$ cat src/rtl/simple_processor_pkg.sv
// Shared definitions for the multi-cycle bus processor: opcodes, FSM states,
// ALU operations and bus source selection.
package simple_processor_pkg;

    localparam logic [2:0] OP_MV   = 3'b000;
    localparam logic [2:0] OP_ADD  = 3'b001;
    localparam logic [2:0] OP_SUB  = 3'b010;
    localparam logic [2:0] OP_MVI  = 3'b011;
    localparam logic [2:0] OP_AND  = 3'b100;
    localparam logic [2:0] OP_OR   = 3'b101;
    localparam logic [2:0] OP_XOR  = 3'b110;
    localparam logic [2:0] OP_MVNZ = 3'b111;

    typedef enum logic [1:0] {T0, T1, T2, T3} state_t;

    typedef enum logic [2:0] {ALU_ADD, ALU_SUB, ALU_AND, ALU_OR, ALU_XOR} alu_op_t;

    typedef enum logic [1:0] {BUS_NONE, BUS_REG, BUS_DIN, BUS_G} bus_sel_t;

    // Only meaningful for the five ALU opcodes; anything else maps to add.
    function automatic alu_op_t decode_alu(input logic [2:0] opcode);
        case (opcode)
            OP_SUB:  return ALU_SUB;
            OP_AND:  return ALU_AND;
            OP_OR:   return ALU_OR;
            OP_XOR:  return ALU_XOR;
            default: return ALU_ADD;
        endcase
    endfunction

endpackage

$ cat src/rtl/simple_processor_alu.sv
// Combinational ALU: modulo-2^DW add/sub plus bitwise logic, with zero detect.
module simple_processor_alu
    import simple_processor_pkg::*;
#(
    parameter int DW = 9
) (
    input  logic [DW-1:0] a,
    input  logic [DW-1:0] b,
    input  alu_op_t       op,
    output logic [DW-1:0] result,
    output logic          zero
);

    always_comb begin
        // NOTE: every always_comb output gets a default first so no path infers a latch.
        result = '0;
        case (op)
            ALU_ADD: result = a + b;
            ALU_SUB: result = a + ~b + DW'(1);
            ALU_AND: result = a & b;
            ALU_OR:  result = a | b;
            ALU_XOR: result = a ^ b;
            default: result = '0;
        endcase
    end

    assign zero = (result == '0);

endmodule

$ cat src/rtl/simple_processor_param.sv
// Multi-cycle processor core: register file, A/G/IR registers, control FSM and
// the mux-driven shared bus. One instruction executes at a time.
module simple_processor_param
    import simple_processor_pkg::*;
#(
    parameter int DW    = 9,
    parameter int NREGS = 8,
    localparam int RW   = $clog2(NREGS)
) (
    input  logic          Clock,
    input  logic          Reset,
    input  logic          Run,
    input  logic [DW-1:0] DIN,
    input  logic [RW-1:0] Dbg_sel,
    output logic [DW-1:0] Bus,
    output logic          Done,
    output logic          Zflag,
    output logic [DW-1:0] Dbg_data
);

    state_t        state, next_state;
    logic [DW-1:0] regs [NREGS];
    logic [DW-1:0] ir, a_reg, g_reg;

    logic [2:0]    opcode;
    logic [RW-1:0] x, y;

    bus_sel_t      bus_sel;
    logic [RW-1:0] bus_reg;
    logic          ir_load, a_load, g_load, rx_write;

    logic [DW-1:0] alu_result;
    logic          alu_zero;

    assign opcode = ir[DW-1 -: 3];
    assign x      = ir[DW-4 -: RW];
    assign y      = ir[DW-4-RW -: RW];

    always_ff @(posedge Clock or posedge Reset) begin
        if (Reset) state <= T0;
        // NOTE: sequential state always uses non-blocking assignment so every flop samples pre-edge values.
        else       state <= next_state;
    end

    always_comb begin
        next_state = state;
        case (state)
            T0: if (Run) next_state = T1;
            T1: if (opcode != OP_MV && opcode != OP_MVI && opcode != OP_MVNZ) next_state = T2;
                else next_state = T0;
            T2: next_state = T3;
            T3: next_state = T0;
            default: next_state = T0;
        endcase
    end

    // Control decode: bus source, register enables and Done.
    always_comb begin
        bus_sel  = BUS_NONE;
        bus_reg  = x;
        ir_load  = 1'b0;
        a_load   = 1'b0;
        g_load   = 1'b0;
        rx_write = 1'b0;
        Done     = 1'b0;
        case (state)
            T0: ir_load = Run;
            T1: begin
                case (opcode)
                    OP_MV: begin
                        bus_sel  = BUS_REG;
                        bus_reg  = y;
                        rx_write = 1'b1;
                        Done     = 1'b1;
                    end
                    OP_MVI: begin
                        bus_sel  = BUS_DIN;
                        rx_write = 1'b1;
                        Done     = 1'b1;
                    end
                    OP_MVNZ: begin
                        bus_sel  = BUS_REG;
                        bus_reg  = y;
                        rx_write = ~Zflag;
                        Done     = 1'b1;
                    end
                    default: begin
                        bus_sel = BUS_REG;
                        bus_reg = x;
                        a_load  = 1'b1;
                    end
                endcase
            end
            T2: begin
                bus_sel = BUS_REG;
                bus_reg = y;
                g_load  = 1'b1;
            end
            T3: begin
                bus_sel  = BUS_G;
                rx_write = 1'b1;
                Done     = 1'b1;
            end
            default: ;
        endcase
    end

    always_comb begin
        case (bus_sel)
            BUS_REG: Bus = regs[bus_reg];
            BUS_DIN: Bus = DIN;
            BUS_G:   Bus = g_reg;
            default: Bus = '0;
        endcase
    end

    simple_processor_alu #(.DW(DW)) u_alu (
        .a      (a_reg),
        .b      (Bus),
        .op     (decode_alu(opcode)),
        .result (alu_result),
        .zero   (alu_zero)
    );

    always_ff @(posedge Clock or posedge Reset) begin
        if (Reset) begin
            // NOTE: the register file is a handful of flops, so it is reset explicitly rather than left as RAM.
            for (int i = 0; i < NREGS; i++) regs[i] <= '0;
            ir    <= '0;
            a_reg <= '0;
            g_reg <= '0;
            Zflag <= 1'b0;
        end else begin
            if (ir_load)  ir    <= DIN;
            if (a_load)   a_reg <= Bus;
            if (g_load) begin
                g_reg <= alu_result;
                Zflag <= alu_zero;
            end
            if (rx_write) regs[x] <= Bus;
        end
    end

    assign Dbg_data = regs[Dbg_sel];

endmodule

$ cat config.mk
export PLATFORM = sky130hd
export DESIGN_NAME = simple_processor_param
export DESIGN_NICKNAME = d
export VERILOG_FILES = /design/src/rtl/simple_processor_pkg.sv /design/src/rtl/simple_processor_alu.sv /design/src/rtl/simple_processor_param.sv
export SDC_FILE = /design/constraint.sdc
export NUM_CORES = 1
export LEC_CHECK = 0
export ABC_CLOCK_PERIOD_IN_PS = 4550
export CAP_MARGIN = 15
export CORE_MARGIN = 5
export CORE_UTILIZATION = 45
export CTS_CLUSTER_DIAMETER = 150
export DETAILED_ROUTE_END_ITERATION = 10
export GPL_TIMING_DRIVEN = 1
export HOLD_SLACK_MARGIN = 0.03
export MAX_ROUTING_LAYER = met4
export REMOVE_ABC_BUFFERS = 1
export SETUP_SLACK_MARGIN = 0.05
export SKIP_CTS_REPAIR_TIMING = 1
export SLEW_MARGIN = 10
export SYNTH_ARGS = -nofsm -noshare
export SYNTH_HDL_FRONTEND = slang
export SYNTH_SLANG_ARGS = --single-unit
$ cat constraint.sdc
create_clock -name Clock -period 4.55 [get_ports Clock]
set_input_delay 1.365 -clock Clock [delete_from_list [all_inputs] [get_ports Clock]]
set_output_delay 1.365 -clock Clock [all_outputs]
set_load 0.01 [all_outputs]
After elaboration in Yosys (flattened, before gate mapping). Cells that the tools add are included.

Reductions and logical operators: 11. Multiplexer cells: 27. Magnitude comparators: 4. Bitwise gates (word level): 8. Equal/unequal tests: 19. $add $sub $neg: 3.

Operators by type and width (number): $bwmux W72 (1); $bmux W9 S3 (2); $mux W9 (5); $pmux W9 S5 (1); $demux W9 S3 (1); $pmux W9 S3 (1); $add A9 B9 Y9 (2); $eq A3 B3 Y1 const B (5); $eq A3 B2 Y1 const B (4); $ge A4 B4 Y1 const B (3); $not A3 Y4 (3); $pmux W3 S4 (1); $add A9 B1 Y9 const B (1); $and A9 B9 Y9 (1); $logic_not A9 Y1 (1); $not A9 Y9 (1); $or A9 B9 Y9 (1); $xor A9 B9 Y9 (1); $eq A2 B2 Y1 const B (4); $pmux W2 S4 (1); $logic_not A3 Y1 (2); $mux W2 (3); $pmux W1 S2 (3); $pmux W2 S3 (1); 15 further kinds (23).

Output and inout bits: 20. Register bits after elaboration: 102. Logic and storage cells: 85. Input bits: 15.

Depth between registers and ports, before layout.
Word-level depth: 14. Mapped depth: 22. Gate-level depth less buffers: 19.

By module. From an unflattened synthesis, not the netlist that was laid out.

Cells, all modules: 716. Area, all modules: 7238.2 sq um.

Modules (own cells, without submodules): simple_processor_param (sequential area each 2552.4 sq um, area an instance 5813.1 sq um, cells an instance 522, times used 1); simple_processor_alu (sequential area each 0.0 sq um, area an instance 1425.1 sq um, cells an instance 194, times used 1).

Least setup slack after synthesis. Ideal clock, no wire load.

Kind: reg-to-reg. Start: register state[0]. End: register Zflag. Slack: -0.054 ns. Cell stages (with the launch flop): 20. Required time: 4.440 ns. Arrival: 4.494 ns. Buffers on the path: 2. Clock period less this slack: 4.604 ns. Setup time: 0.110 ns. Path through: dfrtp_1 > inv_1 > ha_1 > buf_4 > o21ai_1 > a21oi_1 > or4_4 > or2_0 > a41oi_2 > buf_6 > inv_2 > ha_1 > fa_1 > a21o_1 > nand4_1 > a221oi_1 > a41oi_1 > a21oi_1 > or3_1 > o41ai_1.

Cells in the longest elaborated chain, start to end: 12. Elaborated cells between the ends (all ways): 23. Those cells by class: add/sub (3); eq/ne (6); mux (8); bitwise (5); reduce/logical (1).

RTL lines: start, declared (line simple_processor_param.sv:21) `state_t state, next_state;`; start signal, assigned (line simple_processor_param.sv:42) `else state <= next_state;`; $eq A2 B2 Y1 or $eq A2 B1 Y1 (tied branches) (line simple_processor_param.sv:66) `case (state)`; $pmux W3 S2 (line simple_processor_param.sv:66); $not A3 Y4 (not written as such) (line simple_processor_param.sv:110) `BUS_REG: Bus = regs[bus_reg];`; $bmux W9 S3 (line simple_processor_param.sv:110); $mux W9 (not written as such) (2 in a row) (line simple_processor_param.sv:110); $pmux W9 S3 (*) (line simple_processor_param.sv:109) `case (bus_sel)`; named net Bus[0] (line simple_processor_param.sv:15) `output logic [DW-1:0] Bus,`; $not A9 Y9 (line simple_processor_alu.sv:19) `ALU_SUB: result = a + ~b + DW'(1);`; $add A9 B9 Y9 (line simple_processor_alu.sv:19); $add A9 B1 Y9 (line simple_processor_alu.sv:19); $pmux W9 S5 (*) (line simple_processor_alu.sv:17) `case (op)`; $logic_not A9 Y1 (*) (line simple_processor_alu.sv:27) `assign zero = (result == '0);`; end signal, assigned (line simple_processor_param.sv:138) `Zflag <= alu_zero;`; end, declared (line simple_processor_param.sv:17) `output logic Zflag,`.

Mark *: on every way through the listed nets, which the timed path passes. The rest lies on a longest branch. The select of a mux whose other input is x is not followed. A chain may end at the register's enable or synchronous reset.

Final worst setup path.
Start: register state[0]. End: output port Bus[5].

Cells in the longest elaborated chain, start to end: 7. Elaborated cells between the ends (all ways): 13. Those cells by class: eq/ne (6); mux (6); bitwise (1).

RTL lines (line): $eq A2 B2 Y1 or $eq A2 B1 Y1 (tied branches) (simple_processor_param.sv:66); $pmux W3 S2 (simple_processor_param.sv:66); $not A3 Y4 (not written as such) (simple_processor_param.sv:110); $bmux W9 S3 (simple_processor_param.sv:110); $mux W9 (not written as such) (2 in a row) (simple_processor_param.sv:110); $pmux W9 S3 (*) (simple_processor_param.sv:109); end, declared (simple_processor_param.sv:15).

Mark *: on every way between the ends. The rest lies on a longest branch, timed or not. The select of a mux whose other input is x is not followed.

==> flow_summary.json <==
{
  "cp_common_cell": "inv_2",
  "fin_skew_ns": 0.0143,
  "relSlewSlack_pct": 22.3,
  "grt.total_usage_pct": 23.7,
  "die_h_um": 136,
  "timing_worst_slew_pin_value_ns": 1.16,
  "syn2layout_area_growth_pct": 23.3,
  "post-route-util_pct": 56.2,
  "die_x_um": 136,
  "min_from": "regs[25]",
  "required_ns": 3.18,
  "synth_area_leader_cell": "dfrtp_1",
  "fill_cells": 1387,
  "cp_cell_sequence": "inv_2 > ha_4 > clkbuf_4 > and3_2 > nor4_2 > or4_4 > buf_4 > or2_0 > a41oi_2 > buf_6 > inv_2 > dlymetal6s2s_1",
  "rows": 46,
  "ys_ff_latch": 102,
  "min_path_cells": 2,
  "ant_nets": 0,
  "period_share_pct": 98.4,
  "finalSetupViolations": 0,
  "timing.hold.ws_ns": 0.504,
  "htree_levels": 3,
  "antenna_found_initial": 0,
  "grt_pass1_vias": 6124,
  "syn_avg_cell_area_um2": 9.57,
  "num_vias": 6259,
  "layout-drive-gt1-share_pct": 34.1,
  "fmax_mhz": 223,
  "first_iter_violations": 589,
  "cp_slowest_cell": "or4_4",
  "clk_pin_slew_ns": 0.07,
  "rsz0062_at_grt": "yes",
  "slew_violations": 0,
  "grt_overflow": 0,
  "grt_first_pass_wirelength_mm": 33.3,
  "r2r_slack_ns": 0.10,
  "cts.sinks": 102,
  "yosys-top-cells-area": "dfrtp_1 35%, o21ai_2 7.7%, ha_1 5.7%",
  "outcome": "finished, final reports clean",
  "gp_congestion": 0.894,
  "yosys_warnings": 0,
  "synth_top_area_share_pct": 35.5,
  "cts_buffers": 9,
  "worst_r2r_endpoint": "Zflag",
  "drc": 0,
  "synth.distinct_cells": 70,
  "worst_setup_path_start_kind": "flop",
  "period_needed_ns": 4.48,
  "final_common_cell": "dfrtp_1",
  "final_cell_mix": "102 x dfrtp_1, 98 x nand2_1, 90 x buf_4, 63 x o21ai_2, 44 x o21ai_0",
  "path_max_fanout": 6,
  "routed_wl_mm": 21.2,
  "cp.arrival_ns": 3.11,
  "reg2reg_from": "state[0]",
  "num_io_pins": 35,
  "clock_path_buffers": 2,
  "cap_violations": 0,
  "endpoint_kind": "primary output",
  "cts_tree": "built",
  "hold_path.class": "flop to flop",
  "placed_area_mm2": 0.00816,
  "postLayoutCellArea_mm2": 0.00887,
  "hold_path_end": "regs[25]",
  "fin_nets": 887,
  "synth-seq-area-share_pct": 35.5,
  "place_hpwl_mm": 15.3,
  "crit_type": "flop to primary output",
  "initial_core_util_pct": 45.6,
  "syn-cell-area_mm2": 0.00719,
  "clock-root-buffer": "clkbuf_16",
  "postSynthCellCount": 752,
  "hold_viol": 0,
  "portBuffers": 34,
  "ff2ff_path_depth": 19,
  "fin_setup_tns_ns": 0,
  "largest_register_ffs": 72,
  "grt_start_max_net_pins": 52,
  "slowest_delay_ns": 0.58,
  "clkLatencyLatePin_ns": 0.37,
  "max_flop_register": "regs",
  "synth_edf_count": 0,
  "async_reset_ff_share_pct": 100,
  "first_pass_iters": 5,
  "antenna_cells": 0,
  "routed_via_density": 5.92,
  "core_mm2": 0.0158,
  "dieArea_mm2": 0.0186,
  "post_drt_wl_per_cell_um": 20.1,
  "synth-main-ff-cell": "dfrtp_1"
}
[layout make-up]
type | count | area [µm²] | share of cell area [%]
clock buffers | 11 | 243 | 2.74
clock inverters | 5 | 38.8 | 0.437
inverters | 40 | 153 | 1.72
multi-input cells | 550 | 4420 | 49.9
flip-flops and latches | 102 | 2550 | 28.8
well taps | 216 | 270 | 3.05
repair buffers | 134 | 1190 | 13.4
[per-stage QoR]
step           setup WS [ns]  instances
6_report              0.0733       1058
5_1_grt               -0.113       1058
4_1_cts               -0.569       1045
3_5_place_dp          -0.331       1029
3_3_place_gp          -0.180       1029
2_1_floorplan         -0.907        692
[cell usage after synthesis, drive strengths merged, types with 2 or more instances]
| library cell | number |
|---|---|
| o21ai | 114 |
| a32oi | 10 |
| xnor2 | 2 |
| o21bai | 4 |
| a221oi | 2 |
| or4 | 2 |
| nor3 | 8 |
| a21o | 7 |
| or2 | 9 |
| nand2b | 7 |
| a22oi | 11 |
| nor2b | 6 |
| dfrtp | 102 |
| nand3 | 36 |
| a21boi | 3 |
| a21oi | 21 |
| o31a | 2 |
| buf | 27 |
| nand2 | 99 |
| o221ai | 2 |
| a31oi | 9 |
| mux4 | 18 |
| nand4 | 7 |
| or3 | 2 |
| nor2 | 28 |
| fa | 2 |
| o31ai | 13 |
| xor2 | 3 |
| mux2i | 21 |
| nor4 | 3 |
| a211oi | 2 |
| ha | 33 |
| a221o | 4 |
| a41oi | 9 |
| clkbuf | 33 |
| o21a | 7 |
| and3 | 3 |
| o211ai | 4 |
| mux2 | 24 |
| inv | 39 |
| o22ai | 2 |
[metal layers]
layer	GRT usage (%)	wire length, µm
met1	31.8	9610
met4	6.83	426
met5	-	0
met3	4.29	1000
met2	37.2	10200
[worst max-delay path by stage]
stage / start / to / slack, ns / cells after the start
final: state[0] / Bus[5] / 0.07 / 12
after global routing: flop / Zflag / -0.11 / 19
after CTS: state[0] / Bus[4] / -0.57 / 11
after detailed placement: flop / Zflag / -0.33 / 19
after global placement: Dbg_sel[0] / Dbg_data[5] / -0.18 / 5
after floorplan: state[0] / Zflag / -0.91 / 18
[critical path, delay by kind of cell (launching register included)]
| kind | cells | cell delay [ns] |
|---|---|---|
| buffers and inverters | 6 | 0.78 |
| AO/OA/AOI/OAI | 1 | 0.20 |
| AND/OR/NAND/NOR | 4 | 1.09 |
| adder cells (fa/ha/maj) | 1 | 0.30 |
| flip-flops | 1 | 0.37 |
[kinds of logic after synthesis]
logic type      synth area share [%]
xor+xnor                       0.609
buf+inv                         6.73
mux                             12.3
fa+ha+maj                       6.30
simple gates                    14.2
flops                           35.5
compound gates                  24.4
Power is left out: the tool's default activity adds up to more than one toggle a clock period on the data nets, which glitch-free logic cannot reach.
